### src/rtl/input_cond_pkg.sv
`default_nettype none
// ============================================================================
// Module   : input_cond_pkg
// Purpose  : Shared definitions for the input conditioner: per-channel
//            debounce FSM state encoding, default parameter values and a
//            helper that sizes the debounce counter.
// Revision : 1.0 - initial release
// ============================================================================
package input_cond_pkg;

    typedef enum logic [1:0] {
        STABLE_LO = 2'b00,
        CHECK_HI  = 2'b01,
        STABLE_HI = 2'b10,
        CHECK_LO  = 2'b11
    } db_state_e;

    localparam int DB_CYCLES_DEF   = 4;
    localparam int SYNC_STAGES_DEF = 2;

    // Counter must hold DB_CYCLES-1; one spare bit keeps DB_CYCLES=1 legal.
    function automatic int cnt_width(input int db_cycles);
        return $clog2(db_cycles) + 1;
    endfunction

endpackage : input_cond_pkg
`default_nettype wire

### src/rtl/debounce_ch.sv
`default_nettype none
// ============================================================================
// Module   : debounce_ch
// Purpose  : One conditioning channel: SYNC_STAGES-deep synchronizer followed
//            by a four-state debounce FSM with a saturating qualify counter.
// Ports    : clk      - rising-edge clock
//            reset    - asynchronous, active-high reset
//            raw_i    - asynchronous raw input
//            out_o    - conditioned output (level, or pulse when
//                       INPUT_COND_PULSE_EN is defined)
//            bounce_o - one-cycle pulse when a change is rejected as bounce
// Config   : INPUT_COND_PULSE_EN - out_o becomes a one-cycle pulse on each
//            qualified rising change instead of a level.
// Revision : 1.0 - initial release
// ============================================================================
module debounce_ch
    import input_cond_pkg::*;
#(
    parameter int DB_CYCLES   = DB_CYCLES_DEF,
    parameter int SYNC_STAGES = SYNC_STAGES_DEF
) (
    input  logic clk,
    input  logic reset,
    input  logic raw_i,
    output logic out_o,
    output logic bounce_o
);

    localparam int             CW      = cnt_width(DB_CYCLES);
    localparam logic [CW-1:0]  CNT_MAX = CW'(DB_CYCLES - 1);
    localparam logic [CW-1:0]  CNT_ONE = CW'(1);

    logic [SYNC_STAGES-1:0] sync_q;
    logic                   s;
    db_state_e              state_q;
    logic [CW-1:0]          cnt_q;
    logic                   out_q;
    logic                   bounce_q;

    // Synchronizer: raw enters bit 0, qualified sample leaves the top bit.
    always_ff @(posedge clk or posedge reset) begin
        if (reset) begin
            sync_q <= '0;
        end else begin
            sync_q <= {sync_q[SYNC_STAGES-2:0], raw_i};
        end
    end

    assign s = sync_q[SYNC_STAGES-1];

    // Outputs are written on the same edge as the state change they reflect,
    // so the output register tracks the state register with no extra cycle.
    always_ff @(posedge clk or posedge reset) begin
        if (reset) begin
            state_q  <= STABLE_LO;
            cnt_q    <= '0;
            out_q    <= 1'b0;
            bounce_q <= 1'b0;
        end else begin
            bounce_q <= 1'b0;
`ifdef INPUT_COND_PULSE_EN
            out_q    <= 1'b0;
`endif
            case (state_q)
                STABLE_LO: begin
                    if (s) begin
                        state_q <= CHECK_HI;
                        cnt_q   <= '0;
                    end
                end
                CHECK_HI: begin
                    if (!s) begin
                        state_q  <= STABLE_LO;
                        bounce_q <= 1'b1;
                    end else if (cnt_q == CNT_MAX) begin
                        // Only a qualified rise sets the output; a rejected
                        // release (CHECK_LO -> STABLE_HI) never pulses.
                        state_q <= STABLE_HI;
                        out_q   <= 1'b1;
                    end else begin
                        cnt_q <= cnt_q + CNT_ONE;
                    end
                end
                STABLE_HI: begin
                    if (!s) begin
                        state_q <= CHECK_LO;
                        cnt_q   <= '0;
                    end
                end
                CHECK_LO: begin
                    if (s) begin
                        state_q  <= STABLE_HI;
                        bounce_q <= 1'b1;
                    end else if (cnt_q == CNT_MAX) begin
                        state_q <= STABLE_LO;
`ifndef INPUT_COND_PULSE_EN
                        out_q   <= 1'b0;
`endif
                    end else begin
                        cnt_q <= cnt_q + CNT_ONE;
                    end
                end
                default: begin
                    state_q <= STABLE_LO;
                end
            endcase
        end
    end

    assign out_o    = out_q;
    assign bounce_o = bounce_q;

endmodule : debounce_ch
`default_nettype wire

### src/rtl/input_conditioner.sv
`default_nettype none
// ============================================================================
// Module   : input_conditioner
// Purpose  : Synchronizes and debounces two independent asynchronous inputs
//            (push-buttons/sensors) for a downstream FSM.
// Ports    : clk              - rising-edge clock
//            reset            - asynchronous, active-high reset
//            raw_a, raw_b     - asynchronous raw inputs
//            a_out, b_out     - conditioned outputs (registered)
//            a_bounce,b_bounce- one-cycle pulse on a rejected change
// Config   : INPUT_COND_PULSE_EN - a_out/b_out become one-cycle pulses on a
//            qualified rising change instead of levels.
// Revision : 1.0 - initial release
// ============================================================================
module input_conditioner
    import input_cond_pkg::*;
#(
    parameter int DB_CYCLES   = DB_CYCLES_DEF,
    parameter int SYNC_STAGES = SYNC_STAGES_DEF
) (
    input  logic clk,
    input  logic reset,
    input  logic raw_a,
    input  logic raw_b,
    output logic a_out,
    output logic b_out,
    output logic a_bounce,
    output logic b_bounce
);

    debounce_ch #(
        .DB_CYCLES   (DB_CYCLES),
        .SYNC_STAGES (SYNC_STAGES)
    ) u_ch_a (
        .clk      (clk),
        .reset    (reset),
        .raw_i    (raw_a),
        .out_o    (a_out),
        .bounce_o (a_bounce)
    );

    debounce_ch #(
        .DB_CYCLES   (DB_CYCLES),
        .SYNC_STAGES (SYNC_STAGES)
    ) u_ch_b (
        .clk      (clk),
        .reset    (reset),
        .raw_i    (raw_b),
        .out_o    (b_out),
        .bounce_o (b_bounce)
    );

endmodule : input_conditioner
`default_nettype wire

### config.mk
export PLATFORM = sky130hd
export DESIGN_NAME = input_conditioner
export DESIGN_NICKNAME = d
export VERILOG_FILES = /design/src/rtl/input_cond_pkg.sv /design/src/rtl/debounce_ch.sv /design/src/rtl/input_conditioner.sv
export SDC_FILE = /design/constraint.sdc
export NUM_CORES = 1
export LEC_CHECK = 0
export CORE_MARGIN = 5
export CORE_UTILIZATION = 50
export DETAILED_ROUTE_END_ITERATION = 8
export PLACE_DENSITY = 0.79
export SETUP_SLACK_MARGIN = 0.1
export SLEW_MARGIN = 20
export SYNTH_ARGS = -nofsm -noshare
export SYNTH_HDL_FRONTEND = slang
export SYNTH_HIERARCHICAL = 1
export SYNTH_SLANG_ARGS = --single-unit
### constraint.sdc
create_clock -name clk -period 4.3 [get_ports clk]
set_clock_uncertainty 0.05 [all_clocks]
set_input_delay 0.86 -clock clk [delete_from_list [all_inputs] [get_ports clk]]
set_output_delay 0.86 -clock clk [all_outputs]
set_load 0.02 [all_outputs]
==> results.toml <==
[run_status]
status = "finished, final reports clean"

[global_route]
antenna_found_initial = 0
grt_max_degree = 11
gr-usage-met1_pct = 13.48
overflow = 0
grt_pass1_wl_um = 1711
grt-busiest-layer = "met1"
track_usage_pct = 9.307
grtUsageMet3_pct = 2.141
grt_pass1_vias = 408
met2_usage_pct = 12.39

[timing]
post-route-min-period_ns = 2.172
holdWs_ns = 0.3079
finalHoldViolCount = 0
slew_violations = 0
max-slew-margin-rel_pct = 76.85
setup_slack_ns = 2.128
tightest_slew_ns = 0.3469
period_share_pct = 50.52
max_freq_ghz = 0.4603
rsz0062_at_grt = "no"
setup_tns_ns = 0
setup_violations = 0

[worst_hold_path]
hp-class = "flip-flop to flip-flop"

[floorplan]
ios = 8
die_width_um = 48.36
die_h_um = 48.36
start_util_pct = 54.49
core-area_sq_mm = 0.001350
rows = 13
die_area_sq_mm = 0.002339

[yosys]
synth.distinct_cells = 13
seq_area_frac_synth_pct = 61.22
syn_nets = 68
yosys.area_share.simple_pct = 5.782
netlist.area_leader.share_pct = 61.22
yosysWarnings = 6
async_reset_ff_share_pct = 100.0
synth-main-ff-cell = "dfrtp_1"
synthTopCellsByArea = "dfrtp_1 61%, ha_1 10%, a21oi_1 4.1%"
synthAdderAreaFrac_pct = 10.20
synth_xor_area_share_pct = 2.381
synth_area_leader_cell = "dfrtp_1"
synth_compound_area_share_pct = 10.54
synthCells = 58
syn_avg_cell_area_sq_um = 12.68
ys_seq_elements = 18
synth_edf_count = 0
syn_area_sq_um = 735.7
synthMuxAreaShare_pct = 5.782
synth_top_family_by_area = "compound AO/OA/AOI/OAI gates"

[cts]
cts_tree = "yes"
cts_made_buffers = 3
postCtsHoldBufs = 0
clock-root-buffer = "clkbuf_4"
clk_pin_slew_ns = 0.10
postCtsResizedCells = 0
clk_latency_ns = 0.28
cts.path.max_buffers = 2
post_cts_buffers = 0
cts.htree.levels = 1
clock_sinks = 18

[layout]
nNetsFinal = 80
insertedDiodeCount = 0
drive_above_1_share_pct = 8.696
areaGrowthSynthToFinish_pct = 17.01
fin_util_pct = 63.76

[route]
ant_nets = 0
wl_per_cell_um = 12.19
drt-initial-drc-count = 4
firstDrtPassIters = 4
wl_um = 1024
num_vias = 424
viasPerCell = 5.048
remaining_drc_errors = 0

[critical_path]
crit_arrival_ns = 1.26
required_ns = 3.39
path_delay_family = "buffers and inverters"
critical_path_class = "flip-flop to output pin"
critPathMaxStageDelay_ns = 0.61
critPathLaunchType = "flip-flop"
worstPathCellList = "clkdlybuf4s50_1"
cp_max_fo = 3
worst-path-buf-inv = 1
cpMaxStageDelayCell = "clkdlybuf4s50_1"
cp-end-kind = "output pin"

[placed_design]
dp.final_hpwl_um = 775.1
io_buffer_count = 7
preCtsSetupSlack_ns = 2.437
gp_congestion = 0.7562

[pwr]
leakage_nw = 0.3993
finalPower_mw = 0.5407
power_density_mw_per_mm2 = 628.1
ir_drop_mv = 0.3144

[run]
maxCapViolations = 0
## report_power, final
part / internal [mW] / total (mW) / switching, mW / leakage, nW
sequential: 0.222 / 0.261 / 0.0386 / 0.228
clock: 0.0515 / 0.101 / 0.0492 / 0.0210
combinational: 0.0914 / 0.179 / 0.0878 / 0.150
total: 0.365 / 0.541 / 0.176 / 0.399
## worst paths after layout
kind,slack (ns),end,cells past startpoint,start
worst max register to register,2.78,u_ch_b/cnt_q[0],4,u_ch_b/cnt_q[0]
worst min-delay path,0.31,u_ch_a/sync_q[1],0,u_ch_a/sync_q[0]
min in group asynchronous,0.80,u_ch_a/cnt_q[1],2,reset
worst max-delay path,2.13,b_out,1,u_ch_b/out_o
max in group asynchronous,3.14,u_ch_b/bounce_o,2,reset
worst min register to register,0.31,u_ch_a/sync_q[1],0,u_ch_a/sync_q[0]
## Yosys cell counts (4+ instances only)
master and count:
o22ai_1 4, a21oi_1 6, dfrtp_1 18, inv_1 8, ha_1 6
## area by class of cell
cell class              instances  area (sq um)
fillers                       108         489.2
flip-flops and latches         18         450.4
multi-input cells              32         255.2
repair buffers                  7         70.07
clock buffers                   4         36.28
inverters                       8         30.03
well taps                      15         18.77
## stage by stage
step / cell area (sq um) / std cells
6_report: 860.8 / 84
3_5_place_dp: 824.5 / 80
2_1_floorplan: 735.7 / 58
3_3_place_gp: 824.5 / 80
4_1_cts: 860.8 / 84
5_1_grt: 860.8 / 84
## cell families after synthesis
family / Yosys count
AOI/OAI and AO/OA: 14
xor gates and xnor gates: 2
adders and majority gates: 6
buffers and inverters: 8
DFF: 18
muxes: 4
and+or+nand+nor: 6
## cell usage in the layout, fill, tap and decap left out
cell              n
dfrtp_1          18
inv_1             8
clkdlybuf4s50_1   7
a21oi_1           6
ha_1              6
o22ai_1           4
clkbuf_4          3
nand2_1           2
mux2_1            2
xnor2_1           2
or3b_4            2
mux2i_1           2
and2_1            2
o21ai_0           2
a31oi_1           2
clkbuf_8          1
## routing by layer
layer	wire length, um	share of wire (%)
met4	0	0
met3	56	5.5
met1	538	53
met5	0	0
met2	429	42
Power figures use the tool's default switching activity.
==> patch: new RTL, same settings <==
Re-encode `db_state_e` (4 states) as one-hot, 4 bits wide.
--- a/src/rtl/input_cond_pkg.sv
+++ b/src/rtl/input_cond_pkg.sv
@@ -9,9 +9,9 @@
 package input_cond_pkg;
 
-    typedef enum logic [1:0] {
-        STABLE_LO = 2'b00,
-        CHECK_HI  = 2'b01,
-        STABLE_HI = 2'b10,
-        CHECK_LO  = 2'b11
+    typedef enum logic [3:0] {
+        STABLE_LO = 4'b0001,
+        CHECK_HI  = 4'b0010,
+        STABLE_HI = 4'b0100,
+        CHECK_LO  = 4'b1000
     } db_state_e;
 
Check against the original RTL: no difference found for any inputs over 10 cycles, from zero or initial values and one cycle with reset high; not proved beyond that.
==> patch against the original RTL <==
Routed wire length increased by 100%. Worst setup slack lost 0.023 ns. Power decreased by 12%. Design area grew 59%. Synthesized area rose by 75%. Count of clock-buffer cells in the layout down 1. Sequential share of layout area fell by 12 points. Sequential cell count up 4. Critical path depth stayed put.
==> patch: results (changes against the original RTL) <==
* Top cells by area, synth: dfrtp_1 (39%), ha_1 (5.8%), mux2_1 (4.4%), dfstp_2 (4.1%), inv_1 (2.9%) (was dfrtp_1 (61%), ha_1 (10%), a21oi_1 (4.1%), inv_1 (4.1%), o22ai_1 (3.4%))
* Worst setup path startpoint: u_ch_a/out_o (was u_ch_b/out_o)
* DP HPWL at 1570 um (was 775 um)
* Post-synthesis mux area share at 6.01% (was 5.78%)
* Crit path capture: a_out (was b_out)
* Drt wl/cell at 13.1 um (was 12.2 um)
* R2R depth at 6 (was 4)
* Signal buf overhead at 5.11% (was 8.14%)
* Compound-cell area share of the yosys netlist at 15.0% (was 10.5%)
* Largest net degree at the start of global routing at 13 (was 11)
* First-pass GRT wire length at 3680 um (was 1710 um)
* Via count at 890 (was 424)
* R2r setup slk at 2.39 ns (was 2.78 ns)
* Nets at 139 (was 80)
* RR Endpoint: u_ch_a/cnt_q[0] (was u_ch_b/cnt_q[0])
* Tightest Pin Transition at 0.415 ns (was 0.347 ns)
* DR iter-0 viols at 32 (was 4)
* Static Leakage at 0.000570 uW (was 0.000399 uW)
* Mapped Nets at 134 (was 68)
* GPL Wtd Cong at 0.883 (was 0.756)
* Worst reg2reg startpoint: u_ch_a/cnt_q[0] (was u_ch_b/cnt_q[0])
* Syn avg cell area at 10.4 um2 (was 12.7 um2)
* GR Util All Layers at 13.1% (was 9.31%)
* Post-Synth Adder-Cell Area at 5.82% (was 10.2%)
* FILL cells at 226 (was 108)
* Share of layout cells above drive strength 1 at 11.8% (was 8.70%)
* Status: complete, no violations (unchanged)
patch: worst min-delay path by stage:
| stage | startpoint | endpoint | slack (ns) | cells after the start |
|---|---|---|---|---|
| finish | u_ch_a/sync_q[0] | u_ch_a/sync_q[1] | 0.31 | 0 |
| global route | u_ch_a/sync_q[0] | u_ch_a/sync_q[1] | 0.32 | 0 |
| CTS | u_ch_a/sync_q[0] | u_ch_a/sync_q[1] | 0.31 | 0 |
| detailed placement | u_ch_a/sync_q[0] | u_ch_a/sync_q[1] | 0.28 | 0 |
| global placement | u_ch_b/sync_q[0] | u_ch_b/sync_q[1] | 0.28 | 0 |
| floorplan | u_ch_a/sync_q[0] | u_ch_a/sync_q[1] | 0.28 | 0 |
patch: through the flow:
| stage | instances | total power (uW) | hold slack (ns) | utilization (%) |
|---|---|---|---|---|
| after detailed placement | 154 | 390 | 0.285 | 54.4 |
| after global routing | 157 | 511 | 0.316 | 55.3 |
| final | 157 | 475 | 0.311 | 55.3 |
| after global placement | 154 | 381 | 0.282 | 54.4 |
| after floorplan | 124 | 372 | 0.281 | - |
| after CTS | 157 | 479 | 0.312 | 55.3 |
patch: where the power goes:
part | total (uW) | leakage (uW) | internal [uW] | switching [uW]
Combinational | 107 | 0.000273 | 54.2 | 53.3
Clock | 90.3 | 0.0000138 | 32.6 | 57.7
Sequential | 278 | 0.000283 | 234 | 43.8
Total | 475 | 0.000570 | 320 | 155
patch: cells by family (layout without fill, tap and decap cells):
kind of cell    count (synthesis)  count (layout)
buf+inv                        19              22
simple gates                   43              43
mux                             7               7
flops                          22              22
fa+ha+maj                       6               6
compound gates                 25              25
xor+xnor                        2               2
patch: layer usage:
layer  up-vias  GRT usage (%)  wire length (um)
met5         -              0                 0
met3         2           2.34                85
met1       421           18.1               996
met4         0           4.02                12
li1        451              -                 -
met2        16           20.9               968
